$ cat config.mk
export PLATFORM = sky130hd
export DESIGN_NAME = fsk_rx_frame_ctrl
export DESIGN_NICKNAME = d
export VERILOG_FILES = /design/src/rtl/fsk_rx_frame_ctrl.sv
export SDC_FILE = /design/constraint.sdc
export NUM_CORES = 1
export LEC_CHECK = 0
export BUFFER_PORTS_ARGS = -buffer_cell sky130_fd_sc_hd__buf_2
export CORE_ASPECT_RATIO = 2
export CORE_MARGIN = 10
export CORE_UTILIZATION = 30
export CTS_CLUSTER_SIZE = 12
export DETAILED_ROUTE_END_ITERATION = 6
export REMOVE_ABC_BUFFERS = 1
export SKIP_CTS_REPAIR_TIMING = 1
export SLEW_MARGIN = 5
export SYNTH_ARGS = -nofsm -noshare
export SYNTH_HDL_FRONTEND = slang
export SYNTH_SLANG_ARGS = --single-unit
$ cat constraint.sdc
create_clock -name sysclk -period 4.73 [get_ports sysclk]
set_input_delay 0.473 -clock sysclk [delete_from_list [all_inputs] [get_ports sysclk]]
set_output_delay 0.473 -clock sysclk [all_outputs]
set_load 0.02 [all_outputs]
$ cat src/rtl/fsk_rx_frame_ctrl.sv
// rtl/fsk_rx_frame_ctrl.sv - FSK tone-window sequencer, bit voter and async character framer
module fsk_rx_frame_ctrl #(
   parameter int WIN_LEN     = 16,
   parameter int CNT_W       = 10,
   parameter int MARK_TH     = 5,
   parameter int WIN_PER_BIT = 4,
   parameter int DATA_BITS   = 8
) (
   input  logic             sysclk,
   input  logic             reset,
   input  logic [CNT_W-1:0] edge_cnt,
   output logic             cnt_clr_n,
   output logic             cnt_en,
   output logic [7:0]       rx_data,
   output logic             rx_valid,
   input  logic             rx_ready,
   output logic             frame_err,
   output logic             overrun,
   output logic             busy
);

   localparam int WIN_W = (WIN_LEN > 1) ? $clog2(WIN_LEN) : 1;
   localparam int WB_W  = $clog2(WIN_PER_BIT + 1);

   localparam logic [WIN_W-1:0] WIN_LAST = WIN_W'(WIN_LEN - 1);
   localparam logic [WB_W-1:0]  WB_LAST  = WB_W'(WIN_PER_BIT - 1);
   localparam logic [WB_W:0]    WB_NUM   = (WB_W + 1)'(WIN_PER_BIT);
   localparam logic [2:0]       BIT_LAST = 3'(DATA_BITS - 1);
   localparam logic [CNT_W-1:0] TH       = CNT_W'(MARK_TH);

   localparam logic [2:0] IDLE      = 3'd0;
   localparam logic [2:0] START     = 3'd1;
   localparam logic [2:0] DATA      = 3'd2;
   localparam logic [2:0] STOP      = 3'd3;
   localparam logic [2:0] WAIT_MARK = 3'd4;

   logic [WIN_W-1:0] r_win_cnt;
   logic             r_clr_n;
   logic             r_cnt_en;
   logic             r_tone;
   logic             r_tone_stb;
   logic [2:0]       r_state;
   logic [WB_W-1:0]  r_win_idx;
   logic [WB_W-1:0]  r_marks;
   logic [2:0]       r_bit_idx;
   logic [7:0]       r_shift;
   logic [7:0]       r_rx_data;
   logic             r_rx_valid;
   logic             r_frame_err;
   logic             r_overrun;

   logic            w_boundary;
   logic [WB_W-1:0] w_m_next;
   logic            w_vote;
   logic            w_bit_done;

   assign w_boundary = (r_win_cnt == WIN_LAST);
   assign w_m_next   = r_marks + WB_W'(r_tone);
   // Ties between mark and space windows resolve to mark.
   assign w_vote     = ({w_m_next, 1'b0} >= WB_NUM);
   assign w_bit_done = (r_win_idx == WB_LAST);

   always_ff @(posedge sysclk) begin
      if (!reset) begin
         r_win_cnt   <= '0;
         r_clr_n     <= 1'b0;
         r_cnt_en    <= 1'b0;
         r_tone      <= 1'b1;
         r_tone_stb  <= 1'b0;
         r_state     <= IDLE;
         r_win_idx   <= '0;
         r_marks     <= '0;
         r_bit_idx   <= '0;
         r_shift     <= '0;
         r_rx_data   <= '0;
         r_rx_valid  <= 1'b0;
         r_frame_err <= 1'b0;
         r_overrun   <= 1'b0;
      end else begin
         r_cnt_en    <= 1'b1;
         r_clr_n     <= ~w_boundary;
         r_win_cnt   <= w_boundary ? '0 : r_win_cnt + 1'b1;
         r_tone_stb  <= w_boundary;
         r_frame_err <= 1'b0;
         r_overrun   <= 1'b0;
         // No carrier at all (zero edges) reads as the idle mark tone.
         if (w_boundary)
            r_tone <= (edge_cnt > TH) || (edge_cnt == '0);
         if (r_rx_valid && rx_ready)
            r_rx_valid <= 1'b0;

         if (r_tone_stb) begin
            if (r_state == START || r_state == DATA || r_state == STOP) begin
               r_win_idx <= w_bit_done ? '0 : r_win_idx + 1'b1;
               r_marks   <= w_bit_done ? '0 : w_m_next;
            end
            case (r_state)
               IDLE: begin
                  if (!r_tone) begin
                     r_win_idx <= (WIN_PER_BIT == 1) ? '0 : WB_W'(1);
                     r_marks   <= '0;
                     r_bit_idx <= '0;
                     r_shift   <= '0;
                     r_state   <= (WIN_PER_BIT == 1) ? DATA : START;
                  end
               end
               START: begin
                  if (w_bit_done)
                     r_state <= w_vote ? IDLE : DATA;
               end
               DATA: begin
                  if (w_bit_done) begin
                     r_shift[r_bit_idx] <= w_vote;
                     r_bit_idx          <= r_bit_idx + 1'b1;
                     if (r_bit_idx == BIT_LAST)
                        r_state <= STOP;
                  end
               end
               STOP: begin
                  if (w_bit_done) begin
                     if (w_vote) begin
                        if (!r_rx_valid || rx_ready) begin
                           r_rx_data  <= r_shift;
                           r_rx_valid <= 1'b1;
                        end else begin
                           r_overrun <= 1'b1;
                        end
                        r_state <= IDLE;
                     end else begin
                        r_frame_err <= 1'b1;
                        r_state     <= WAIT_MARK;
                     end
                  end
               end
               WAIT_MARK: begin
                  if (r_tone)
                     r_state <= IDLE;
               end
               default: r_state <= IDLE;
            endcase
         end
      end
   end

   assign cnt_clr_n = r_clr_n;
   assign cnt_en    = r_cnt_en;
   assign rx_data   = r_rx_data;
   assign rx_valid  = r_rx_valid;
   assign frame_err = r_frame_err;
   assign overrun   = r_overrun;
   assign busy      = (r_state != IDLE);

endmodule

* Yosys cells after proc, flatten, opt, wreduce, memory -nomap -nowiden *
Cells that the tools add are included.
Widths: inputs -> output; s select.

operators by class
  add/sub/neg operators = 4
  div/mod/pow operators = 0
  multipliers = 0
  mux-type cells = 35
  magnitude comparators = 4
  bitwise logic cells = 2
  reduce and logical (&&, ||, !) cells = 17
  shift operators = 0
  equal/unequal tests = 13

operators by type and width
  cell                 number
  $mux 3               17
  $mux 8               2
  $pmux 8 s2           1
  $pmux 3 s5           1
  $gt 10x3->1 const B  1
  $logic_not 10->1     1
  $mux 1               10
  $ne 2x2->1 const B   5
  $reduce_and 5->1     2
  $eq 3x2->1 const B   3
  $bwmux 8             1
  $reduce_and 4->1     2
  $reduce_and 7->1     1
  $add 3x1->3 const B  2
  $eq 3x3->1 const B   2
  $pmux 3 s2           1
  $add 4x1->4 const B  1
  $eq 4x4->1 const B   1
  $ge 4x3->1 const B   1
  $logic_or 1x1->1     4
  $lt 3x4->1 const B   1
  $add 3x1->3          1
  $demux 1 s3          1
  $eq 3x1->1 const B   1
  other kinds (10)     12

storage, ports and cells
  logic and storage cells = 89
  output and inout bits = 14
  latch bits = 0
  ROM bits = 0
  memories kept = 0
  input port bits = 13
  register bits = 39
  bits in writable memories = 0

* Depth between registers and ports, before layout *
  depth in word-level cells = 7
  depth in mapped cells = 7

* Worst setup path after synthesis *
No wires, ideal clock.

  path kind = register -> register
  start = register r_tone
  end = register r_state[2]
  cell stages (with the launch flop) = 8
  clock period less this slack = 1833 ps
  path slack = 2897 ps
  data arrival time = 1761 ps
  library setup time = 72 ps
  path through = dfxtp_1 > ha_1 > ha_1 > xor2_1 > or2_1 > buf_2 > or4_1 > mux2i_1

on the way
  cells in the longest elaborated chain, start to end = 5

RTL lines
  item                      RTL line  source
  start: declaration        40        logic r_tone;
  start signal: assignment  88        r_tone <= (edge_cnt > TH) || (edge_cnt == '0);
  $add 3x1->3               58        assign w_m_next = r_marks + WB_W'(r_tone);
  $ge 4x3->1                60        assign w_vote = ({w_m_next, 1'b0} >= WB_NUM);
  $mux 3                    121       if (w_vote) begin
  $mux 3                    120       if (w_bit_done) begin
  $pmux 3 s5                97        case (r_state)
  end signal: assignment    104       r_state <= (WIN_PER_BIT == 1) ? DATA : START;
  end signal: assignment    109       r_state <= w_vote ? IDLE : DATA;
  end: declaration          42        logic [2:0] r_state;

Parallel ways exist; a longest one is shown, timed or not. The select of a mux whose other input is x is not followed.
A chain may end at the register's enable or synchronous reset.

* Final worst setup path *
Same ends and word-level chain as after synthesis.

==> out/metrics.csv <==
stage,metric,value,unit
worst_hold_path,hold crit path type,flip-flop to flip-flop,
setup_path,slowest CP cell,or4_1,
clock_tree,Root Buffer Master,clkbuf_16,
sta,Fin Hold WS,0.4588,ns
final_layout,share of layout cells above drive strength 1,19.20,%
final_layout,design area,2118,sq um
sta,RSZ-0062 raised after global routing,no,
setup_path,Worst R2R End,r_state[2],
final_layout,fill count,613,
yosys,"FF+latch count, synth",39,
yosys,"top cells by area, synth","dfxtp_1 (43%), mux2i_1 (6.0%), nand2_1 (5.9%)",
setup_path,Most common cell on crit path,ha_1,
global_routing,global-route wire length before repair,6886,microns
clock_tree,H-tree levels,2,
yosys,post-synthesis cell count,204,
die,core area,5956,sq um
routing,drt wl/cell,14.30,microns
setup_path,R2R Path Start,r_tone,
place,placer congestion estimate,0.8342,
yosys,post-synth cell types,46,
power_and_ir_drop,switching power share of the total,22.22,%
power_and_ir_drop,Logic pwr share,5.0,%
routing,Final ANT Viol Nets,0,
setup_path,CP Data Arrival Time,2.15,ns
clock_tree,CTS buffer count,5,
job,Max Cap Violations,0,
setup_path,flop-to-flop setup slack,2.79,ns
routing,total number of vias,1499,
power_and_ir_drop,sequential share of power,48.3,%
place,Placed Cells,279,
place,dpl cell area,1977,sq um
die,DIE WIDTH,75.31,microns
clock_tree,CTS Sinks,39,
worst_hold_path,hold depth,1,
setup_path,CP cell instances,"ha_1, ha_1, xor2_1, or2_1, or4_1, mux2i_1",
clock_tree,CTS Buffer Depth,2,
power_and_ir_drop,Pint,541.5,uW
die,full die area,9837,sq um
final_layout,# diodes,0,
place,post-DP HPWL,3175,microns
routing,DR pass1 iterations,4,
final_layout,Post-Layout Cell Count,287,
sta,Max Slew Vio Count,0,
yosys,Post-synth ARST share,0,%
power_and_ir_drop,Tot Pwr,696.2,uW
yosys,number of synthesized flops with an enable pin,0,
clock_tree,CTS tree,done,
yosys,Mean Syn Cell Area,8.998,sq um
routing,Total Wirelength,4103,microns
global_routing,vias in the first global route,1549,
sta,TNS Setup,0,ns
clock_tree,clk slew on worst S/H paths,0.05,ns
global_routing,Tot GR Track Use,9.031,%
die,I/O pin count,27,
sta,clock skew,0.003682,ns
routing,DRT iter0 DRCs,35,
global_routing,initial antenna violation count,0,
yosys,Yosys top cell by area,dfxtp_1,
sta,count of final hold-check violations,0,
place,Setup WS pre-CTS,2.794,ns
power_and_ir_drop,sw power,154.7,uW
setup_path,crit end category,flip-flop,
setup_path,Critical Path RT,4.94,ns
routing,DRC,0,
die,Die H,130.6,microns
sta,Slew HR,48.47,%
final_layout,Final #Nets,242,
yosys,Synth top area share,42.54,%
sta,Max Clk Rate,516.1,MHz
clock_tree,Skew-Pair Late Insertion Delay,0.28,ns
setup_path,critical path class,flip-flop to flip-flop,
yosys,Ys Warns,0,
final_layout,"most common cell after layout, fill and taps aside",dfxtp_1,
outcome,status,"complete, no violations",
die,FP Rows,40,
yosys,Main synth FF type,dfxtp_1,
setup_path,FF-to-FF path depth,6,
routing,vias per cell,5.223,
sta,Slew @ Worst Pin,0.7678,ns
yosys,area of the mapped netlist,1836,sq um
final_layout,Final Core Density,35.57,%
power_and_ir_drop,pwr dens,328.7,nW/um^2
die,initial core utilization,30.82,%
power_and_ir_drop,static leakage,0.8951,nW
worst_hold_path,Hold EP,r_win_cnt[0],
power_and_ir_drop,Clk pwr share,46.7,%
setup_path,CP max FO,6,
worst_hold_path,worst hold path startpoint,r_win_cnt[0],
global_routing,"Remaining Overflow, GRT",0,
global_routing,pin count of the biggest net entering global routing,26,
sta,fin crit share,40.97,%
final_layout,Layout area overhead,15.41,%
setup_path,worst stage delay on the critical path,0.49,ns
setup_path,startpoint types,flip-flop,
sta,min cycle time layout,1.938,ns
sta,setup violators final,0,
place,# port buffers,26,
final_layout,"commonest cells after routing, fill and taps aside","dfxtp_1 (39), nand2_1 (29), buf_2 (26), nor2_1 (16), a21oi_1 (14)",
sta,worst setup margin,2.792,ns
yosys,post-synthesis sequential area ratio,42.54,%
power_and_ir_drop,VDD IR-drop max,184.9,uV
[power by group through the flow]
stage          clock (mW)  sequential [mW]  combinational, mW
2_1_floorplan           0            0.344             0.0202
3_3_place_gp            0            0.344             0.0346
3_5_place_dp            0            0.344             0.0352
4_1_cts             0.334            0.336             0.0355
5_1_grt             0.349            0.337             0.0390
6_report            0.325            0.337             0.0346
[synth_stat cells (all sizes together) (5+ instances only)]
library cell	instances
a21oi	14
buf	5
clkbuf	9
dfxtp	39
ha	6
inv	5
mux2i	11
nand2	29
nand3	7
nor2	17
nor3b	5
nor4	5
o21ai	7
o22ai	6
[worst max path at each step]
stage,from,cells after the start,end
4_1_cts,r_tone,6,r_state[2]
2_1_floorplan,r_tone,6,r_state[2]
5_1_grt,r_tone,6,r_state[2]
3_5_place_dp,r_tone,6,r_state[2]
6_report,r_tone,6,r_state[2]
3_3_place_gp,r_tone,6,r_state[2]
[flip-flops by register name, summed over array words and instances, names as in the netlist]
| register | flops |
|---|---|
| r_bit_idx | 3 |
| cnt_clr_n | 1 |
| frame_err | 1 |
| rx_valid | 1 |
| r_shift | 8 |
| r_tone | 1 |
| r_state | 3 |
| r_win_cnt | 4 |
| overrun | 1 |
| r_tone_stb | 1 |
| r_win_idx | 3 |
| r_marks | 3 |
| cnt_en | 1 |
| rx_data | 8 |
[worst max-delay path, delay by kind of cell (launching register included)]
family | cells | cell delay [ns]
multiplexers | 1 | 0.14
XOR/XNOR | 1 | 0.16
AND/OR/NAND/NOR | 2 | 0.79
flip-flops | 1 | 0.34
adder cells (fa/ha/maj) | 2 | 0.44
[per-layer routing]
layer | share of wire, % | global-route usage [%] | wire length [microns]
met1 | 37 | 8.251 | 1514
met3 | 5.0 | 3.097 | 207
met5 | 0 | 0 | 0
met4 | 2.3 | 4.730 | 93
met2 | 56 | 16.61 | 2288
[area by class of cell]
cell class	count	area, sq um	share of cell area, %
clock buffers	6	128.9	6.084
inverters	5	18.77	0.8860
multi-input cells	146	968.4	45.72
repair buffers	26	130.1	6.143
flip-flops and latches	39	780.7	36.86
clock inverters	2	12.51	0.5907
well taps	63	78.83	3.721
[cells by family (layout without fill, tap and decap cells)]
kind of cell / Yosys count / after routing / share of synthesized area (%)
adder cells (fa/ha/maj): 6 / 6 / 4.090
buffers and inverters: 19 / 39 / 4.703
AO/OA/AOI/OAI: 40 / 40 / 14.93
flip-flops: 39 / 39 / 42.54
AND/OR/NAND/NOR: 86 / 86 / 26.31
XOR/XNOR: 3 / 3 / 1.432
multiplexers: 11 / 11 / 5.999
(Power assumes the default switching activity.)
